## src/rtl/wb_arbiter.sv

```systemverilog
`default_nettype none
// ============================================================================
// Module   : wb_arbiter
// Brief    : Writeback arbiter ahead of the 16x16 register file. Merges ALU
//            results and buffered load returns onto the one write port.
//            ALU wins by default, but it is held off after STARVE_LIMIT
//            consecutive wins while loads are waiting. A 16-entry
//            pending-load scoreboard reports the busy state of rs1/rs2.
//            Optional macro WB_PERF_EN adds the saturating stall counters
//            ld_stall_cnt and alu_stall_cnt.
// Revision : 1.0 - initial release
// ============================================================================
module wb_arbiter #(
    parameter int LD_FIFO_DEPTH = 4,
    parameter int STARVE_LIMIT  = 3
) (
    input  logic        clk,
    input  logic        rst_n,
    input  logic        alu_valid,
    output logic        alu_ready,
    input  logic [3:0]  alu_rd,
    input  logic [15:0] alu_data,
    input  logic        ld_valid,
    output logic        ld_ready,
    input  logic [3:0]  ld_rd,
    input  logic [15:0] ld_data,
    input  logic        ld_issue,
    input  logic [3:0]  ld_issue_rd,
    input  logic [3:0]  rs1,
    input  logic [3:0]  rs2,
    output logic        rs1_busy,
    output logic        rs2_busy,
`ifdef WB_PERF_EN
    output logic [15:0] ld_stall_cnt,
    output logic [15:0] alu_stall_cnt,
`endif
    output logic        wb_we,
    output logic [3:0]  wb_rd,
    output logic [15:0] wb_data
);

    localparam int c_PTR_W = $clog2(LD_FIFO_DEPTH);
    localparam int c_CNT_W = c_PTR_W + 1;
    localparam int c_STV_W = (STARVE_LIMIT < 1) ? 1 : $clog2(STARVE_LIMIT + 1);

    localparam logic [c_CNT_W-1:0] c_DEPTH = c_CNT_W'(LD_FIFO_DEPTH);
    localparam logic [c_STV_W-1:0] c_LIMIT = c_STV_W'(STARVE_LIMIT);

    // Which source drives the write port this cycle
    typedef enum logic [1:0] {
        SEL_NONE = 2'd0,
        SEL_ALU  = 2'd1,
        SEL_POP  = 2'd2,
        SEL_BYP  = 2'd3
    } sel_e;

    logic [19:0]        mem_q [LD_FIFO_DEPTH];
    logic [c_PTR_W-1:0] rd_ptr_q, rd_ptr_d;
    logic [c_PTR_W-1:0] wr_ptr_q, wr_ptr_d;
    logic [c_CNT_W-1:0] count_q, count_d;
    logic [c_STV_W-1:0] starve_q, starve_d;
    logic [15:0]        busy_q, busy_d;
    logic               wb_we_q, wb_we_d;
    logic [3:0]         wb_rd_q, wb_rd_d;
    logic [15:0]        wb_data_q, wb_data_d;

    sel_e               sel;
    logic               fifo_empty;
    logic               fifo_full;
    logic               push;
    logic               pop;
    logic [3:0]         head_rd;
    logic [15:0]        head_data;

    assign fifo_empty = (count_q == '0);
    assign fifo_full  = (count_q == c_DEPTH);
    assign head_rd    = mem_q[rd_ptr_q][19:16];
    assign head_data  = mem_q[rd_ptr_q][15:0];

    assign ld_ready   = !fifo_full;
    assign rs1_busy   = (rs1 != 4'd0) && busy_q[rs1];
    assign rs2_busy   = (rs2 != 4'd0) && busy_q[rs2];
    assign wb_we      = wb_we_q;
    assign wb_rd      = wb_rd_q;
    assign wb_data    = wb_data_q;

    // Source selection, starvation tracking and writeback next-state
    always_comb begin
        sel       = SEL_NONE;
        alu_ready = 1'b1;
        starve_d  = '0;
        wb_rd_d   = wb_rd_q;
        wb_data_d = wb_data_q;
        wb_we_d   = 1'b0;
        if (!fifo_empty && (starve_q == c_LIMIT)) begin
            sel       = SEL_POP;
            alu_ready = 1'b0;
        end else if (alu_valid) begin
            sel      = SEL_ALU;
            starve_d = fifo_empty ? '0 : starve_q + c_STV_W'(1);
        end else if (!fifo_empty) begin
            sel = SEL_POP;
        end else if (ld_valid) begin
            sel = SEL_BYP;
        end

        case (sel)
            SEL_ALU: begin
                wb_rd_d   = alu_rd;
                wb_data_d = alu_data;
                wb_we_d   = (alu_rd != 4'd0);
            end
            SEL_POP: begin
                wb_rd_d   = head_rd;
                wb_data_d = head_data;
                wb_we_d   = (head_rd != 4'd0);
            end
            SEL_BYP: begin
                wb_rd_d   = ld_rd;
                wb_data_d = ld_data;
                wb_we_d   = (ld_rd != 4'd0);
            end
            default: ;
        endcase
    end

    // FIFO pointer and occupancy next-state; a bypassed load is never pushed
    always_comb begin
        pop      = (sel == SEL_POP);
        push     = ld_valid && !fifo_full && (sel != SEL_BYP);
        rd_ptr_d = pop  ? rd_ptr_q + c_PTR_W'(1) : rd_ptr_q;
        wr_ptr_d = push ? wr_ptr_q + c_PTR_W'(1) : wr_ptr_q;
        count_d  = count_q + (push ? c_CNT_W'(1) : '0) - (pop ? c_CNT_W'(1) : '0);
    end

    // Scoreboard: clear on load selection first, so a same-register issue wins
    always_comb begin
        busy_d = busy_q;
        if (sel == SEL_POP) begin
            busy_d[head_rd] = 1'b0;
        end else if (sel == SEL_BYP) begin
            busy_d[ld_rd] = 1'b0;
        end
        if (ld_issue && (ld_issue_rd != 4'd0)) begin
            busy_d[ld_issue_rd] = 1'b1;
        end
    end

    // Control state and registered writeback outputs
    always_ff @(posedge clk or negedge rst_n) begin
        if (!rst_n) begin
            rd_ptr_q  <= '0;
            wr_ptr_q  <= '0;
            count_q   <= '0;
            starve_q  <= '0;
            busy_q    <= '0;
            wb_we_q   <= 1'b0;
            wb_rd_q   <= 4'd0;
            wb_data_q <= 16'd0;
        end else begin
            rd_ptr_q  <= rd_ptr_d;
            wr_ptr_q  <= wr_ptr_d;
            count_q   <= count_d;
            starve_q  <= starve_d;
            busy_q    <= busy_d;
            wb_we_q   <= wb_we_d;
            wb_rd_q   <= wb_rd_d;
            wb_data_q <= wb_data_d;
        end
    end

    // FIFO storage; contents are don't-care while the occupancy says empty
    always_ff @(posedge clk) begin
        if (push) begin
            mem_q[wr_ptr_q] <= {ld_rd, ld_data};
        end
    end

`ifdef WB_PERF_EN
    logic [15:0] ld_stall_q, ld_stall_d;
    logic [15:0] alu_stall_q, alu_stall_d;

    // Saturating stall counters
    always_comb begin
        ld_stall_d  = ld_stall_q;
        alu_stall_d = alu_stall_q;
        if (ld_valid && !ld_ready && (ld_stall_q != 16'hFFFF)) begin
            ld_stall_d = ld_stall_q + 16'd1;
        end
        if (alu_valid && !alu_ready && (alu_stall_q != 16'hFFFF)) begin
            alu_stall_d = alu_stall_q + 16'd1;
        end
    end

    // Stall counter registers
    always_ff @(posedge clk or negedge rst_n) begin
        if (!rst_n) begin
            ld_stall_q  <= 16'd0;
            alu_stall_q <= 16'd0;
        end else begin
            ld_stall_q  <= ld_stall_d;
            alu_stall_q <= alu_stall_d;
        end
    end

    assign ld_stall_cnt  = ld_stall_q;
    assign alu_stall_cnt = alu_stall_q;
`endif

endmodule
`default_nettype wire

```

## config.mk

```make
export PLATFORM = sky130hd
export DESIGN_NAME = wb_arbiter
export DESIGN_NICKNAME = d
export VERILOG_FILES = /design/src/rtl/wb_arbiter.sv
export SDC_FILE = /design/constraint.sdc
export NUM_CORES = 1
export LEC_CHECK = 0
export ABC_AREA = 1
export ABC_CLOCK_PERIOD_IN_PS = 3600
export CORE_UTILIZATION = 35
export DETAILED_ROUTE_END_ITERATION = 10
export HOLD_SLACK_MARGIN = 0.1
export SYNTH_ARGS = -nofsm -noshare
export SYNTH_HDL_FRONTEND = slang
export SYNTH_SLANG_ARGS = --single-unit
```

## constraint.sdc

```tcl
create_clock -name clk -period 3.6 [get_ports clk]
set_input_delay 0.54 -clock clk [delete_from_list [all_inputs] [get_ports clk]]
set_output_delay 0.54 -clock clk [all_outputs]
set_load 0.005 [all_outputs]
```

# Yosys cells after proc, flatten, opt, wreduce, memory -nomap -nowiden
# Memories as Yosys holds them, arrays and structs flattened.
# Cells that the tools add are included.
# totals
regBits,46
ram_bits,80
out_inout_bits,25
memories,1
# classes
addsub,5
n_lt_le_gt_ge,8
n_eq_ne,6
n_mux,28
bitwise,5
n_reduce_logical,19
# mem_list
memory,depth,word_bits,read_ports,rd_ports_with_merged_regs,write_ports,line_no,source
mem_q,4,20,1,0,1,57,logic [19:0] mem_q [LD_FIFO_DEPTH];
# ops
cell,n
two-way mux 16 bit,3
one-hot mux 16 bit (3 select lines),1
AND 16 bit,2
inverter 16 bit,2
"less-than comparator 4 x 5 -> 1 bit, second input constant",5
nonzero test 4 bit,6
OR 16 bit,1
two-way mux 2 bit,7
demux 1 bit (select 4 bit),3
"greater-or-equal comparator 4 x 1 -> 1 bit, second input constant",3
one-hot mux 4 bit (3 select lines),1
two-way mux 1 bit,10
logical AND 1 bit,9
binary-select mux 1 bit (select 4 bit),2
"adder 2 x 1 -> 2 bit, second input constant",3
"equality test 2 bit, second input constant",3
adder 3 x 1 -> 3 bit,1
"equality test 3 bit, second input constant",1
zero test 3 bit,1
one-hot mux 1 bit (3 select lines),1
nonzero test 3 bit,1
subtractor 3 x 1 -> 3 bit,1
"equality test 2 x 1 -> 1 bit, second input constant",1
zero test 1 bit,2
"inequality test 2 bit, second input constant",1

# Logic depth before layout (Yosys ltp)
# Gate-level depths: netlist of run 1.
# logic_depth
ltp_word,10
mapped_depth,12

# Least setup slack after synthesis of run 1
# No wires, ideal clock.
# synth_timing
path_kind,input to register
from,input port alu_valid
to,"memory mem_q[0][0], enable pin"
setup_time_ns,0.397
arrival_time_ns,1.965
setup_slack_ns,1.238
stages,7
path_buffers,1
cell_sequence,buf_4 > inv_4 > nand2_1 > nor2_4 > inv_2 > nand3_2 > nor2_1
# synth_via
elab_chain_cells,6
# synth_rtl
item,line_no,source
"start, declared",19,"input logic alu_valid,"
two-way mux 2 bit,98,end else if (alu_valid) begin
two-way mux 2 bit,95,if (!fifo_empty && (starve_q == c_LIMIT)) begin
inequality test 2 bit,130,push = ld_valid && !fifo_full && (sel != SEL_BYP);
logical AND 1 bit,130,
two-way mux 1 bit,174,if (push) begin
two-way mux 1 bit (not written as such),175,"mem_q[wr_ptr_q] <= {ld_rd, ld_data};"
"end, declared",57,
# No other way between the ends.

# Worst setup path after layout of run 1
# layout_timing
from,input port rs1[0]
to,output port rs1_busy
# layout_via
elab_chain_cells,3
# layout_rtl
item,line_no,source
"start, declared",29,"input logic [3:0] rs1,"
binary-select mux 1 bit (select 4 bit),81,assign rs1_busy = (rs1 != 4'd0) && busy_q[rs1];
two-way mux 1 bit (not written as such),81,
logical AND 1 bit (*),81,
"end, declared",31,"output logic rs1_busy,"
# Every way passes the cells marked *; elsewhere a longest branch is shown, timed or not. The select of a mux whose other input is x is not followed.

==> results of run 1 <==
-- path summary, 6_finish.rpt --
path / endpoint / slack, ps / cells past startpoint
hold reg to reg: starve_q[0] / 440 / 1
setup reg to reg: count_q[2] / 1380 / 11
hold / removal: busy_q[5] / 240 / 1
setup / recovery: rs1_busy / 820 / 7
max in group asynchronous: count_q[2] / 2650 / 2
min in group clk: starve_q[0] / 440 / 1
-- cells by family after synthesis --
family / Yosys count / share of synthesized area (%)
AO/OA/AOI/OAI: 77 / 7.456
XOR/XNOR: 5 / 0.7151
adder cells (fa/ha/maj): 8 / 1.757
buffers and inverters: 98 / 6.701
flip-flops: 125 / 57.61
AND/OR/NAND/NOR: 374 / 25.76
-- cell type report --
cell class | count | area (µm²) | share of cell area (%)
sequential | 125 | 3528 | 45.26
timing repair buffer | 93 | 895.9 | 11.49
multi-input combinational | 464 | 2196 | 28.17
clock inverter | 12 | 185.2 | 2.375
clock buffer | 20 | 436.7 | 5.601
inverter | 72 | 272.8 | 3.499
tap | 225 | 281.5 | 3.611
-- per-stage QoR --
step / area (µm²) / instances / power, mW
6_report: 7796 / 1011 / 6.272
5_1_grt: 7796 / 1011 / 6.693
4_1_cts: 7796 / 1011 / 6.318
3_5_place_dp: 7174 / 979 / 4.490
3_3_place_gp: 7174 / 979 / 4.468
2_1_floorplan: 6125 / 687 / 3.618
-- power breakdown --
group / internal [mW] / switching, mW / leakage, nW
logic: 0.844 / 1.42 / 1.80
registers: 1.99 / 0.207 / 1.26
clock network: 1.17 / 0.645 / 0.300
-- cell usage after synthesis (2+ instances only) --
library cell  count  area share, %
inv_1            66            4.0
o211ai_1         10            1.2
buf_2            14            1.1
inv_2             5           0.31
xor2_1            3           0.43
nor2_2            4           0.41
o22ai_1           9           0.92
nand2_1         221             14
edfxtp_1         80             39
clkbuf_1          6           0.37
a31oi_1          17            1.7
nand3_1          65            5.3
ha_1              7            1.4
nand4_1          10            1.0
nor2_4            2           0.37
dfrtp_1          45             18
nand2_2           3           0.31
or2_2             4           0.41
nand3b_1          4           0.49
o21ai_0          26            2.1
a21oi_1          12           0.98
buf_4             6           0.74
xnor2_1           2           0.29
nor2_1           58            3.6
-- flip-flops by register name (all words and copies together), names as in the netlist --
| signal | flops |
|---|---|
| wr_ptr_q | 2 |
| wb_data | 16 |
| wb_we | 1 |
| count_q | 3 |
| starve_q | 2 |
| mem_q | 80 |
| wb_rd | 4 |
| rd_ptr_q | 2 |
| busy_q | 15 |
-- cell usage in the layout, fill, tap and decap left out, types with 9 or more instances in the layout --
cell,n
clkbuf_16,17
inv_1,66
o211ai_1,10
o21ai_0,26
nand4_1,10
clkdlybuf4s50_1,80
edfxtp_1,80
nand3_1,65
a21oi_1,12
a31oi_1,17
o22ai_1,9
dfrtp_1,45
buf_4,12
nor2_1,54
nand2_1,221
-- per-layer routing --
layer	wire, µm	up-vias
li1	-	2453
met1	7545	2333
met2	7567	119
met3	626	19
met4	208	0
met5	0	-
==> impl_metrics.yaml, run 1 <==
floorplan:
  core-area_um2: 17180
  die_w_um: 134.3
  dieArea_um2: 18030
  rows: 48
  start_util_pct: 35.66
  fp.dieH_um: 134.3
  pin_count: 82
finish:
  nFillCells: 1709
  postLayoutCoreUtil_pct: 45.39
  drive_gt1_share_pct: 8.524
  diodes: 0
  area_growth_pct: 27.29
  layout.nets: 838
critical_path:
  critical_path_class: "primary input to output pin"
  end_kind: "output pin"
  crit_buf_inv: 2
  cp_slowest_cell: "clkdlybuf4s50_1"
  critPathMaxStageDelay_ps: 630
  crit_top_cell: "clkdlybuf4s50_1"
  crit_required_ps: 3060
  arrival_ps: 2240
  startpoint_type: "primary input"
  reg2reg_from: "count_q[1]"
  path_cells: "clkdlybuf4s50_1 > nor2_1 > a21oi_1 > o21ai_0 > nand3b_1 > nand2_1 > clkdlybuf4s50_1"
  cp_max_fo: 15
  path_delay_family: "buffers and inverters"
  crit_start: "rs1[0]"
synth:
  seq_area_frac_synth_pct: 57.61
  synthArstFlopShare_pct: 36.00
  syn_avg_cell_area_um2: 8.915
  synth_edf_count: 80
  synth_cells: 687
  syn_area_um2: 6125
  synth_warnings: 0
  ys_ff_latch: 125
  synth.distinct_cells: 32
  ys.flop_type: "edfxtp_1"
  synthesis.nets: 752
global_routing:
  grt-ovfl-total: 0
  grt.total_usage_pct: 18.82
  grt_max_degree: 50
  use_met3_pct: 3.855
  busiest_layer: "met2"
  antenna_found_initial: 0
  grt_use_met2_pct: 30.31
  grt_pass1_vias: 4729
  grt_use_met1_pct: 24.64
  grt_pass1_wl_um: 25370
route:
  drtIter0Drc: 286
  postRouteAntennaNets: 0
  drtPass1Iterations: 5
  wire_per_inst_um: 15.77
  via_count: 4924
  routed_wl_um: 15950
  vias_per_cell: 4.870
  drc: 0
power:
  peakVddDrop_mv: 0.3600
  cellPowerDensity_nw_per_um2: 804.5
  p_leak_nw: 3.356
placed_design:
  gp_congestion: 0.8557
  place_ws_ps: 731.5
  hpwl_um: 10270
  io_buffers: 81
cts:
  numCtsBuffers: 17
  cts_tree: "done"
  htreeDepth: 4
  worstSkewPairLatency_ps: 420
  post-cts-setup-buffer-count: 0
  cts_hold_buf: 0
  cts.repair.resized: 0
  clkSinkCount: 125
  clk_pin_slew_ps: 60
  clk_root_buffer_cell: "clkbuf_16"
  clockBufferDepth: 2
sta:
  finalClockSkew_ps: 8.268
  final-hold-violation-count: 0
  whs_ps: 243.6
  fmax_mhz: 359.1
  tightest_slew_ps: 916.8
  setup_viol: 0
  slew_viol_final: 0
  setup_tns_ps: 0
  min_period_ps: 2785
  worst_slack_ps: 815.4
  slew_headroom_pct: 38.88
  rsz0062_at_grt: "no"
  post-route-period-util_pct: 77.35
flow_run:
  drv_cap: 0
worst_hold_path:
  hold_class: "primary input to asynchronous set/reset pin"
run_status:
  status: "completed"
Power figures use the tool's default switching activity.
==> run 2: changes to the inputs <==
- ABC_CLOCK_PERIOD_IN_PS: 3600 -> 2800
- clock period: 3.6 -> 2.8 ns (I/O delays scaled with it)
==> impl_metrics.yaml, run 2 (same netlist as run 1, synthesis figures left out) <==
cts:
  htreeDepth: 4
  cts.repair.resized: 0
  cts_tree: "done"
  post-cts-setup-buffer-count: 0
  clk_pin_slew_ps: 50
  clkSinkCount: 125
  cts_hold_buf: 1
  clockBufferDepth: 2
  clk_root_buffer_cell: "clkbuf_16"
  numCtsBuffers: 17
  worstSkewPairLatency_ps: 420
sta:
  setup_tns_ps: 0
  slew_headroom_pct: 58.05
  slew_viol_final: 0
  rsz0062_at_grt: "no"
  final-hold-violation-count: 0
  post-route-period-util_pct: 90.28
  worst_slack_ps: 272.1
  setup_viol: 0
  fmax_mhz: 395.6
  min_period_ps: 2528
  whs_ps: 445.8
  finalClockSkew_ps: 8.370
  tightest_slew_ps: 624.4
flow_run:
  drv_cap: 0
worst_hold_path:
  min-delay-start: "starve_q[0]"
  hold_depth: 1
  hold_class: "flip-flop to flip-flop"
power:
  clkPwrFrac_pct: 26.5
  p_int_mw: 4.910
  pwr-share-seq_pct: 36.6
  peakVddDrop_mv: 0.5314
  p_sw_share_pct: 37.11
  p_leak_nw: 3.368
  finalPower_mw: 7.808
  pwr-share-comb_pct: 36.9
  p_sw_mw: 2.897
  cellPowerDensity_nw_per_um2: 1001
critical_path:
  startpoint_type: "primary input"
  reg2reg_from: "count_q[1]"
  cp_max_fo: 15
  cp_slowest_cell: "clkdlybuf4s50_1"
  path_cells: "clkdlybuf4s50_1 > a21oi_1 > o21ai_0 > nand3b_1 > nand2_1 > clkdlybuf4s50_1"
  end_kind: "output pin"
  crit_top_cell: "clkdlybuf4s50_1"
  crit_required_ps: 2380
  arrival_ps: 2110
  critPathMaxStageDelay_ps: 730
  r2r_cells: 10
  crit_start: "rs2[0]"
  critical_path_class: "primary input to output pin"
placed_design:
  hpwl_um: 10500
  gp_congestion: 0.8604
  io_buffers: 81
  placed_cell_area_um2: 7227
  place_inst: 986
  place_ws_ps: 275.3
run_status:
  status: "completed"
route:
  wire_per_inst_um: 15.10
  postRouteAntennaNets: 0
  routed_wl_um: 15370
  vias_per_cell: 4.853
  drtIter0Drc: 414
  drtPass1Iterations: 5
  drc: 0
  via_count: 4940
global_routing:
  grt_max_degree: 35
  grt_pass1_wl_um: 25130
  grt.total_usage_pct: 18.47
  grt_pass1_vias: 4726
  grt-ovfl-total: 0
  antenna_found_initial: 0
finish:
  final_common_cell: "nand2_1"
  drive_gt1_share_pct: 9.584
  diodes: 0
  final_cell_mix: "221 x nand2_1, 80 x clkdlybuf4s50_1, 80 x edfxtp_1, 66 x inv_1, 65 x nand3_1"
  area_growth_pct: 27.33
  layout.nets: 846
  fin_area_um2: 7799
  regMostFlops: "mem_q"
  postLayoutCoreUtil_pct: 45.40
  instances_no_fill: 1018
  largest_reg_flops: 80
floorplan:
  die_w_um: 134.3
  dieArea_um2: 18030
  pin_count: 82
  start_util_pct: 35.66
  rows: 48
  core-area_um2: 17180
  fp.dieH_um: 134.3
-- run 2: cell types whose count changed in the layout (fill, tap and decap cells not counted), sizes merged --
cell / previous run / this run
buf: 13 / 20
bufinv: 4 / 1
clkbuf: 20 / 17
clkinv: 3 / 6
clkinvlp: 1 / 2
dlygate4sd3: 0 / 1
inv: 76 / 77
-- run 2: final timing paths --
path                          endpoint  slack (ps)
setup / recovery              rs2_busy         270
hold / removal             starve_q[0]         450
setup reg to reg            count_q[2]         750
hold reg to reg            starve_q[0]         450
max in group asynchronous   wb_data[1]        1510
min in group asynchronous    busy_q[9]         480
-- run 2: cell type report --
cell class,count,area (µm²)
fillers,1691,9378
flip-flops and latches,125,3528
multi-input cells,464,2196
repair buffers,101,958.4
clock buffers,17,425.4
well taps,225,281.5
inverters,72,272.8
clock inverters,14,136.4
-- run 2: critical path, delay by kind of cell --
kind,cells,cell delay (ps)
buffers and inverters,2,1220
AND/OR/NAND/NOR,2,170
AO/OA/AOI/OAI,2,310
-- run 2: power by group through the flow --
stage	Combinational (mW)	Sequential (mW)	Clock, mW
finish	2.88	2.86	2.07
global route	3.30	2.93	2.18
CTS	2.92	2.87	2.10
detailed placement	2.90	2.90	0
global placement	2.88	2.90	0
floorplan	1.84	2.81	0
-- run 2: metal layers --
metal | part of all wire, % | global-route usage (%) | vias to the layer above
met5 | 0 | 0 | -
met4 | 1.3 | 6.679 | 0
met3 | 5.2 | 3.666 | 20
met2 | 48 | 29.76 | 141
met1 | 46 | 24.68 | 2309
li1 | - | - | 2470
==> run 3: changes to the inputs <==
- CAP_MARGIN: unset -> 20
==> results of run 3 <==
The final DEF is identical to that of run 2; final timing and power are the same.
